==> src/rtl/inst_fetch_pkg.sv <==
// inst_fetch_pkg: shared fetch widths, opcode classes and fetch state encoding
package inst_fetch_pkg;
  localparam int instWidth = 32;
  localparam int addrWidth = 32;
  localparam logic [6:0] classBranch = 7'b1100011;
  localparam logic [6:0] classJAL = 7'b1101111;
  localparam logic [6:0] classJALR = 7'b1100111;
  typedef enum logic [1:0] {FETCH, ISSUE, WAIT_JUMP} fetch_state_t;
  function automatic logic is_ctrl(input logic [6:0] op);
    return op == classBranch || op == classJAL || op == classJALR;
  endfunction
endpackage

==> src/rtl/fetch_byte_assembler.sv <==
// fetch_byte_assembler: collects four returned bytes into a little-endian word
module fetch_byte_assembler
  import inst_fetch_pkg::*;
(
  input  logic                 clk,
  input  logic                 rst,
  input  logic                 clear,
  input  logic                 accept,
  input  logic [7:0]           rdata,
  output logic [instWidth-1:0] word,
  output logic                 done
);
  logic [1:0] rcv_cnt;
  logic pend, drop, capture;
  assign capture = pend && !drop && !clear;
  assign done = capture && rcv_cnt == 2'd3;
  // track the byte due next cycle, discard anything that was in flight across a clear
  always_ff @(posedge clk) begin
    if (rst) begin
      word <= '0;
      rcv_cnt <= '0;
      pend <= 1'b0;
      drop <= 1'b0;
    end else begin
      pend <= accept;
      drop <= clear;
      if (clear) rcv_cnt <= '0;
      else if (capture) begin
        word[{rcv_cnt, 3'b000} +: 8] <= rdata;
        rcv_cnt <= rcv_cnt + 2'd1;
      end
    end
  end
endmodule

==> src/rtl/inst_fetch.sv <==
// inst_fetch: byte-serial instruction fetch with decode handshake and jump stall
module inst_fetch
  import inst_fetch_pkg::*;
#(
  parameter int ADDR_WIDTH = addrWidth,
  parameter logic [ADDR_WIDTH-1:0] RESET_PC = '0
) (
  input  logic                  clk,
  input  logic                  rst,
  output logic                  mem_rd_en,
  output logic [ADDR_WIDTH-1:0] mem_addr,
  input  logic                  mem_ready,
  input  logic [7:0]            mem_rdata,
  output logic                  decoderEnable,
  output logic [instWidth-1:0]  instToDecode,
  output logic [ADDR_WIDTH-1:0] inst_PC,
  input  logic                  dec_stall,
  input  logic                  jump_valid,
  input  logic [ADDR_WIDTH-1:0] jump_target
);
  fetch_state_t state, state_nx;
  logic [ADDR_WIDTH-1:0] pc, pc_nx;
  logic [2:0] req_cnt, req_cnt_nx;
  logic accept, clear, done, issue;
  logic [instWidth-1:0] buffer;
  fetch_byte_assembler u_asm (
    .clk    (clk),
    .rst    (rst),
    .clear  (clear),
    .accept (accept),
    .rdata  (mem_rdata),
    .word   (buffer),
    .done   (done)
  );
  // outputs and next state; a redirect overrides everything else
  always_comb begin
    issue = state == ISSUE && !rst;
    mem_rd_en = state == FETCH && req_cnt < 3'd4 && !jump_valid && !rst;
    mem_addr = rst ? '0 : pc + ADDR_WIDTH'(req_cnt);
    decoderEnable = issue && !jump_valid;
    instToDecode = issue ? buffer : '0;
    inst_PC = issue ? pc : '0;
    accept = mem_rd_en && mem_ready;
    state_nx = state;
    pc_nx = pc;
    req_cnt_nx = accept ? req_cnt + 3'd1 : req_cnt;
    clear = 1'b0;
    if (state == FETCH && done) state_nx = ISSUE;
    if (decoderEnable && !dec_stall) begin
      state_nx = is_ctrl(buffer[6:0]) ? WAIT_JUMP : FETCH;
      pc_nx = is_ctrl(buffer[6:0]) ? pc : pc + ADDR_WIDTH'(4);
      req_cnt_nx = '0;
      clear = 1'b1;
    end
    if (jump_valid) begin
      state_nx = FETCH;
      pc_nx = jump_target & ~ADDR_WIDTH'(3);
      req_cnt_nx = '0;
      clear = 1'b1;
    end
  end
  // state, PC and request counter registers
  always_ff @(posedge clk) begin
    if (rst) begin
      state <= FETCH;
      pc <= RESET_PC;
      req_cnt <= '0;
    end else begin
      state <= state_nx;
      pc <= pc_nx;
      req_cnt <= req_cnt_nx;
    end
  end
endmodule
==> config.mk <==
export PLATFORM = sky130hd
export DESIGN_NAME = inst_fetch
export DESIGN_NICKNAME = d
export VERILOG_FILES = /design/src/rtl/inst_fetch_pkg.sv /design/src/rtl/fetch_byte_assembler.sv /design/src/rtl/inst_fetch.sv
export SDC_FILE = /design/constraint.sdc
export NUM_CORES = 1
export LEC_CHECK = 0
export CAP_MARGIN = 30
export CORE_UTILIZATION = 52
export CTS_BUF_LIST = sky130_fd_sc_hd__clkbuf_4
export CTS_CLUSTER_DIAMETER = 60
export DETAILED_ROUTE_END_ITERATION = 12
export PLACE_DENSITY_LB_ADDON = 0.25
export SKIP_CTS_REPAIR_TIMING = 1
export SYNTH_ARGS = -nofsm -noshare
export SYNTH_HDL_FRONTEND = slang
export SYNTH_SLANG_ARGS = --single-unit
export TNS_END_PERCENT = 20
==> constraint.sdc <==
create_clock -name clk -period 5.2 [get_ports clk]
set_clock_uncertainty 0.05 [all_clocks]
set_input_delay 0.78 -clock clk [delete_from_list [all_inputs] [get_ports clk]]
set_output_delay 0.78 -clock clk [all_outputs]
set_load 0.01 [all_outputs]
==> impl_summary.txt, run 1 <==
----------------------------------------------------
[Critical path]
  Worst path arrival time ... 3.27 ns
  Worst reg-to-reg path cell count ... 5
  Crit Path Class ... flop to primary output
  CP Capture Type ... primary output
  Crit Path Max Fanout ... 9
  Critical path data required time ... 4.37 ns
  CP startpoint kind ... flop

[Finish]
  Post-Layout Inst Area ... 0.00606 mm²
  Post-route core utilization ... 73.0%
  Fraction of layout cells with a size suffix above 1 ... 4.55%
  Inserted Diodes ... 0
  Final-stage net count ... 775
  Area Growth Syn to Fin ... 34.5%

[Clocking]
  Clock-pin slew on the worst setup and hold paths ... 0.14 ns
  CTS Buffer Depth ... 2
  TritonCTS clock tree ... built
  Clock tree sinks ... 71
  Root buffer cell ... sky130_fd_sc_hd__clkbuf_4
  Worst-skew pair later-pin latency ... 0.43 ns
  Clock buffers created by TritonCTS ... 9
  Number of H-tree branching levels ... 3

[Logic synthesis]
  Async set or reset register ratio after synthesis ... 0%
  Most used flip-flop cell after synthesis ... sky130_fd_sc_hd__dfxtp_1
  Post-synthesis adder-cell area fraction ... 2.78%
  Post-synthesis instance area ... between 0.004 and 0.005 mm²
  Unique cell type count in the Yosys netlist ... 56
  Synth Area in Compound Gates ... 13.2%
  Combinational family with the most area after synthesis ... simple AND/OR/NAND/NOR gates
  Number of enable flip-flop cells after synthesis ... 0
  Fraction of synthesized area in multiplexers ... less than 1%
  Number of instances in the synthesized netlist ... 607
  Count of state elements after synthesis ... 71
  Post-Synthesis Mean Instance Area ... 7.42 µm²
  Number of warnings reported in the yosys synthesis log ... 0
  XOR/XNOR Fraction of Synth Area ... 7.59%
  Area fraction in and, or, nand and nor cells after synthesis ... 39.0%
  Post-synthesis sequential area ratio ... 31.6%

[Timing]
  Worst hold slack ... slightly above 0.4 ns
  Crit share post-route ... 78.8%
  Slew HR ... 35.5%
  Final critical-path setup slack ... 1.10 ns
  Final setup vio count ... 0
  Post-layout min period ... between 4 and 5 ns
  Setup tns final ... 0 ns
  Max-slew violation count ... 0
  Final Hold Viols ... 0
  Fmax ... 0.244 GHz
  RSZ-0062 raised after global routing ... false
  Tightest Pin Transition ... 0.965 ns

[Power and ir drop]
  Peak ir drop on the vdd network ... around 240 µV
  Power Density ... 193 mW/mm²
  Leakage power summed over all cells ... 0.00208 µW

[Flow run]
  Number of max-cap violations ... 0

[Placed design]
  Detail Placement HPWL ... 9.30 mm
  Last weighted congestion value of the routability-driven placer ... 0.889
  Post-Place Setup Slack ... 1.24 ns
  Cell area after placement ... about 0.0059 mm²
  Number of port buffers ... roughly 140

[Min path]
  Type of the most critical hold path ... flop to flop
  Min-Delay Path Depth ... 2

[Detailed routing]
  Final ANT Viol Nets ... 0
  Via-per-instance ratio ... between 5 and 6
  DRT Wirelength ... 13.0 mm
  Number of design rule violations left after detail routing ... 0
  Number of detailed-route iterations in the first pass ... 4
  Via count ... 4830
  Detailed router's first-iteration violation count ... roughly 300
  Wirelength per Cell ... 15.6 µm

[Die]
  Die boundary width ... 95.0 µm
  Die extent in y ... 95.0 µm
  Number of placement rows ... 33
  Initial standard-cell utilization of the core ... 54.2%
  Core area ... between 0.008 and 0.009 mm²
  IO Pins ... 143
  Die outline area ... 0.00903 mm²

[Global routing]
  Largest net degree at the start of global routing ... 74
  Remaining global-route overflow ... 0
  Initial antenna violation count ... 0
  Overall fraction of global-route tracks in use ... 29.0%
  First-pass GRT wire length ... 20.6 mm
  Vias in the first global route ... 4289

[Status]
  Run status ... finished, final reports clean

----------------------------------------------------
sequential cells by signal, summed over array words and instances (netlist names):
| signal | cells |
|---|---|
| u_asm.pend | 1 |
| state | 2 |
| req_cnt | 3 |
| u_asm.drop | 1 |
| u_asm.rcv_cnt | 2 |
| pc | 30 |
| u_asm.word | 32 |
worst max-delay path, stage by stage (launching register included):
cell and delay [ns]:
sky130_fd_sc_hd__dfxtp_1 0.51, sky130_fd_sc_hd__ha_1 0.22, sky130_fd_sc_hd__ha_1 0.20, sky130_fd_sc_hd__nand3_1 0.21, sky130_fd_sc_hd__nor3_2 0.23, sky130_fd_sc_hd__buf_4 0.20, sky130_fd_sc_hd__nand2_1 0.12, sky130_fd_sc_hd__or3_1 0.39
sky130_fd_sc_hd__a21oi_1 0.19, sky130_fd_sc_hd__clkdlybuf4s50_1 0.57
Yosys cell counts, types with 5 or more instances:
cell type | number | area share (%)
sky130_fd_sc_hd__nand4_1 | 21 | 2.9
sky130_fd_sc_hd__inv_1 | 13 | 1.1
sky130_fd_sc_hd__buf_2 | 8 | 0.89
sky130_fd_sc_hd__and2_1 | 70 | 9.7
sky130_fd_sc_hd__nor2_1 | 60 | 5.0
sky130_fd_sc_hd__and3_1 | 8 | 1.1
sky130_fd_sc_hd__xor2_1 | 22 | 4.3
sky130_fd_sc_hd__nor3_1 | 10 | 1.1
sky130_fd_sc_hd__or3_1 | 6 | 0.83
sky130_fd_sc_hd__a211oi_1 | 13 | 2.2
sky130_fd_sc_hd__dfxtp_1 | 71 | 32
sky130_fd_sc_hd__nor2b_1 | 5 | 0.69
sky130_fd_sc_hd__a31oi_1 | 6 | 0.83
sky130_fd_sc_hd__nand3_1 | 52 | 5.8
sky130_fd_sc_hd__a21oi_1 | 43 | 4.8
sky130_fd_sc_hd__clkbuf_1 | 30 | 2.5
sky130_fd_sc_hd__xnor2_1 | 17 | 3.3
sky130_fd_sc_hd__ha_1 | 10 | 2.8
sky130_fd_sc_hd__nand2_1 | 77 | 6.4
cell usage in the layout (no fill, tap or decap), types with 10 or more instances in the layout:
cell type	count
sky130_fd_sc_hd__a211oi_1	13
sky130_fd_sc_hd__ha_1	10
sky130_fd_sc_hd__nor2_1	60
sky130_fd_sc_hd__a21oi_1	43
sky130_fd_sc_hd__nand2_1	77
sky130_fd_sc_hd__dfxtp_1	71
sky130_fd_sc_hd__xnor2_1	17
sky130_fd_sc_hd__nor3_1	10
sky130_fd_sc_hd__nand4_1	21
sky130_fd_sc_hd__xor2_1	22
sky130_fd_sc_hd__nand3_1	52
sky130_fd_sc_hd__and2_1	70
sky130_fd_sc_hd__inv_1	13
sky130_fd_sc_hd__clkdlybuf4s50_1	137
logic make-up (layout without fill, tap and decap cells):
logic type	Yosys count	in the layout
compound gates	90	90
xor+xnor	39	39
fa+ha+maj	10	10
buf+inv	57	174
flops	71	71
mux	2	2
other cells	1	2
simple gates	337	337
metrics by stage:
step,total power [µW],instances
floorplan,672,608
global placement,743,814
detailed placement,747,814
CTS,1170,830
global route,1210,830
finish,1170,830
layer usage:
layer  share of wire [%]  vias up  track usage (%)
li1                    -     2319                -
met1                  41     2227             37.0
met2                  47      245             46.8
met3                 9.4       39             6.62
met4                 2.9        0             12.9
met5                   0        -                0
path summary, 6_finish.rpt:
kind,from,to,slack [ns]
max,pc[2]$_SDFFE_PP0P_,mem_addr[30],1.10
min reg2reg,u_asm.word[18]$_SDFFE_PP0P_,u_asm.word[18]$_SDFFE_PP0P_,0.41
min,u_asm.word[18]$_SDFFE_PP0P_,u_asm.word[18]$_SDFFE_PP0P_,0.41
max reg2reg,pc[7]$_SDFFE_PP0P_,pc[24]$_SDFFE_PP0P_,2.65
where the power goes:
group	switching [µW]	internal, µW	total (µW)
combinational	69.0	75.7	145
sequential	31.6	561	593
clock	230	201	430
area by class of cell:
cell class | instances | area, µm²
clock buffers | 9 | 67.6
clock inverters | 7 | 103
fillers | 676 | 2240
inverters | 13 | 48.8
multi-input cells | 480 | 2860
flip-flops and latches | 71 | 1420
well taps | 105 | 131
repair buffers | 145 | 1430
(Power assumes the default switching activity.)
==> inputs of run 2 (changes only) <==
--- a/config.mk
+++ b/config.mk
@@ -6,7 +6,7 @@
 export NUM_CORES = 1
 export LEC_CHECK = 0
 export CAP_MARGIN = 30
-export CORE_UTILIZATION = 52
+export CORE_UTILIZATION = 48
 export CTS_BUF_LIST = sky130_fd_sc_hd__clkbuf_4
 export CTS_CLUSTER_DIAMETER = 60
 export DETAILED_ROUTE_END_ITERATION = 12
==> constraint.sdc (replaced) <==
create_clock -name clk -period 4.16 [get_ports clk]
set_clock_uncertainty 0.05 [all_clocks]
set_input_delay 0.624 -clock clk [delete_from_list [all_inputs] [get_ports clk]]
set_output_delay 0.624 -clock clk [all_outputs]
set_load 0.01 [all_outputs]
==> run 2 against run 1 <==
First-iteration DRC count down 17%; hold slack gained 0.0024 ns; non-clock buffer count is 3 higher; utilization decreased by 4.8 points; sequential share of layout area is essentially flat; register-to-register slack got worse by 1.1 ns; clock-buffer cell count unchanged; clock power is 9.5% higher; critical path type unchanged; largest power group unchanged.
==> impl_summary.txt, run 2 (synthesis gave the netlist of run 1 again) <==
----------------------------------------------------
[Finish]
  Commonest cells after routing, fill and taps aside ... 137 x sky130_fd_sc_hd__clkdlybuf4s50_1, 77 x sky130_fd_sc_hd__nand2_1, 71 x sky130_fd_sc_hd__dfxtp_1, 70 x sky130_fd_sc_hd__and2_1, 60 x sky130_fd_sc_hd__nor2_1
  Commonest non-fill, non-tap cell in the layout ... sky130_fd_sc_hd__clkdlybuf4s50_1
  Fraction of layout cells with a size suffix above 1 ... 4.95% (+0.39 points)
  Biggest regs ... u_asm.word (32), pc (30), req_cnt (3)
  Largest Register ... u_asm.word
  Inserted Diodes ... 0 (unchanged)
  Area Growth Syn to Fin ... 34.6% (about the same)
  Filler Cell Count ... 760 (+12%)
  Flip-flop count of the largest register, all copies and words added ... 32 (unchanged)
  Post-Layout Inst Area ... 0.00606 mm² (about the same)
  Final-stage net count ... 778 (+0.39%)

[Clocking]
  Clock tree sinks ... 71 (unchanged)
  CTS Buffer Depth ... 2 (unchanged)
  Number of H-tree branching levels ... 3 (unchanged)
  Clock-pin slew on the worst setup and hold paths ... 0.13 ns (about the same)
  Worst-skew pair later-pin latency ... 0.44 ns (about the same)
  Clock buffers created by TritonCTS ... 9 (unchanged)
  Root buffer cell ... sky130_fd_sc_hd__clkbuf_4
  TritonCTS clock tree ... built

[Critical path]
  Cells along the critical path ... ha_1, ha_1, nand3_1, nor3_2, buf_4, nand2_1, or3_1, a21oi_1, clkdlybuf4s50_1
  Cell mode on critical path ... sky130_fd_sc_hd__ha_1
  CP startpoint kind ... flop
  Worst path arrival time ... 3.27 ns (about the same)
  Number of buffer and inverter stages on the critical path ... 2 (unchanged)
  Critical-path top delay cell ... sky130_fd_sc_hd__clkdlybuf4s50_1
  CP Capture Type ... primary output
  Crit Path Class ... flop to primary output
  Crit Path Max Fanout ... 9 (unchanged)
  Max stage delay on crit path ... 0.56 ns (about the same)
  Family of cells with the greatest summed delay on the critical path ... simple AND/OR/NAND/NOR gates
  Critical path data required time ... 3.49 ns (-0.88 ns)

[Detailed routing]
  Number of design rule violations left after detail routing ... 0 (unchanged)
  DRT Wirelength ... 13.3 mm (+2.5%)
  Via count ... 4785 (-0.93%)
  Via-per-instance ratio ... 5.72 (-1.6%)
  Detailed router's first-iteration violation count ... 252 (-17%)
  Final ANT Viol Nets ... 0 (unchanged)
  Wirelength per Cell ... 15.9 µm (+1.8%)
  Number of detailed-route iterations in the first pass ... 5 (+1)

[Die]
  Die boundary width ... 98.8 µm (+4.0%)
  IO Pins ... 143 (unchanged)
  Die outline area ... 0.00977 mm² (+8.2%)
  Die extent in y ... 98.8 µm (+4.0%)
  Initial standard-cell utilization of the core ... 50.6% (-3.6 points)
  Core area ... 0.00889 mm² (+7.1%)
  Number of placement rows ... 34 (+3.0%)

[Timing]
  Setup tns final ... 0 ns (unchanged)
  Tightest Pin Transition ... 0.904 ns (-0.0608 ns)
  Fmax ... between 0.2 and 0.3 GHz
  Slew HR ... 39.6% (+4.1 points)
  Crit share post-route ... a little over nine tenths
  Post-layout min period ... around 4 ns
  RSZ-0062 raised after global routing ... false
  Max-slew violation count ... 0 (unchanged)
  Final setup vio count ... 0 (unchanged)
  Final Hold Viols ... 0 (unchanged)

[Placed design]
  Detail Placement HPWL ... 9.67 mm (+3.9%)
  Cell area after placement ... 0.00591 mm² (+0.45%)
  Last weighted congestion value of the routability-driven placer ... 0.889 (about the same)
  Number of port buffers ... 138 (unchanged)

[Status]
  Run status ... finished, final reports clean

[Global routing]
  Largest net degree at the start of global routing ... 49 (-34%)
  Vias in the first global route ... 4579 (+6.8%)
  Overall fraction of global-route tracks in use ... 28.0% (-1.0 points)
  First-pass GRT wire length ... 22.1 mm (+7.5%)
  Initial antenna violation count ... 0 (unchanged)
  Remaining global-route overflow ... 0 (unchanged)

[Min path]
  Type of the most critical hold path ... flop to flop

[Power and ir drop]
  Power Density ... 230 mW/mm² (+19%)
  Peak ir drop on the vdd network ... 167 µV (-29%)
  Leakage power summed over all cells ... 0.00208 µW (about the same)

[Flow run]
  Number of max-cap violations ... 0 (unchanged)

----------------------------------------------------
[run 2: cell types whose count changed in the layout (fill, tap and decap cells not counted), sizes merged]
cell and change:
clkinvlp +1, buf +3, inv -1, bufinv -1, clkinv +1
[run 2: final timing paths]
check	from	to	slack (ns)	cells past startpoint
min reg2reg	u_asm.word[28]$_SDFFE_PP0P_	u_asm.word[28]$_SDFFE_PP0P_	0.41	2
max reg2reg	pc[8]$_SDFFE_PP0P_	pc[26]$_SDFFE_PP0P_	1.54	5
max	pc[2]$_SDFFE_PP0P_	mem_addr[30]	0.22	9
min	u_asm.word[28]$_SDFFE_PP0P_	u_asm.word[28]$_SDFFE_PP0P_	0.41	2
[run 2: metal layers]
metal / global-route usage, % / wire length, µm
met1: 36.0 / 5830
met4: 10.3 / 300
met5: 0 / 0
met2: 47.5 / 6380
met3: 4.11 / 804
[run 2: area by class of cell]
type	count	area (µm²)	area share, %
well taps	108	135	2.23
clock buffers	9	67.6	1.11
repair buffers	148	1450	23.9
multi-input cells	480	2860	47.1
inverters	13	48.8	0.805
clock inverters	7	80.1	1.32
flip-flops and latches	71	1420	23.5
[run 2: where the power goes]
| group | switching (µW) | internal [µW] |
|---|---|---|
| logic | 86.6 | 95.9 |
| clock network | 282 | 189 |
| registers | 39.8 | 702 |
| total | 408 | 987 |
[run 2: metrics by stage]
| stage | total power (µW) | hold slack (ns) | std cells | setup slack [ns] | util [%] |
|---|---|---|---|---|---|
| after global routing | 1450 | 0.431 | 836 | 0.0425 | 68.2 |
| after CTS | 1390 | 0.412 | 836 | 0.248 | 68.2 |
| after global placement | 931 | 0.387 | 820 | 0.799 | 66.5 |
| after detailed placement | 936 | 0.392 | 820 | 0.720 | 66.5 |
| final | 1390 | 0.410 | 836 | 0.215 | 68.2 |
| after floorplan | 840 | 0.377 | 608 | 1.38 | - |
[run 2: tightest hold or removal path: stages, from the launching register on]
cell,delay (ns)
sky130_fd_sc_hd__dfxtp_1,0.33
sky130_fd_sc_hd__nand2_1,0.05
sky130_fd_sc_hd__a21oi_1,0.05
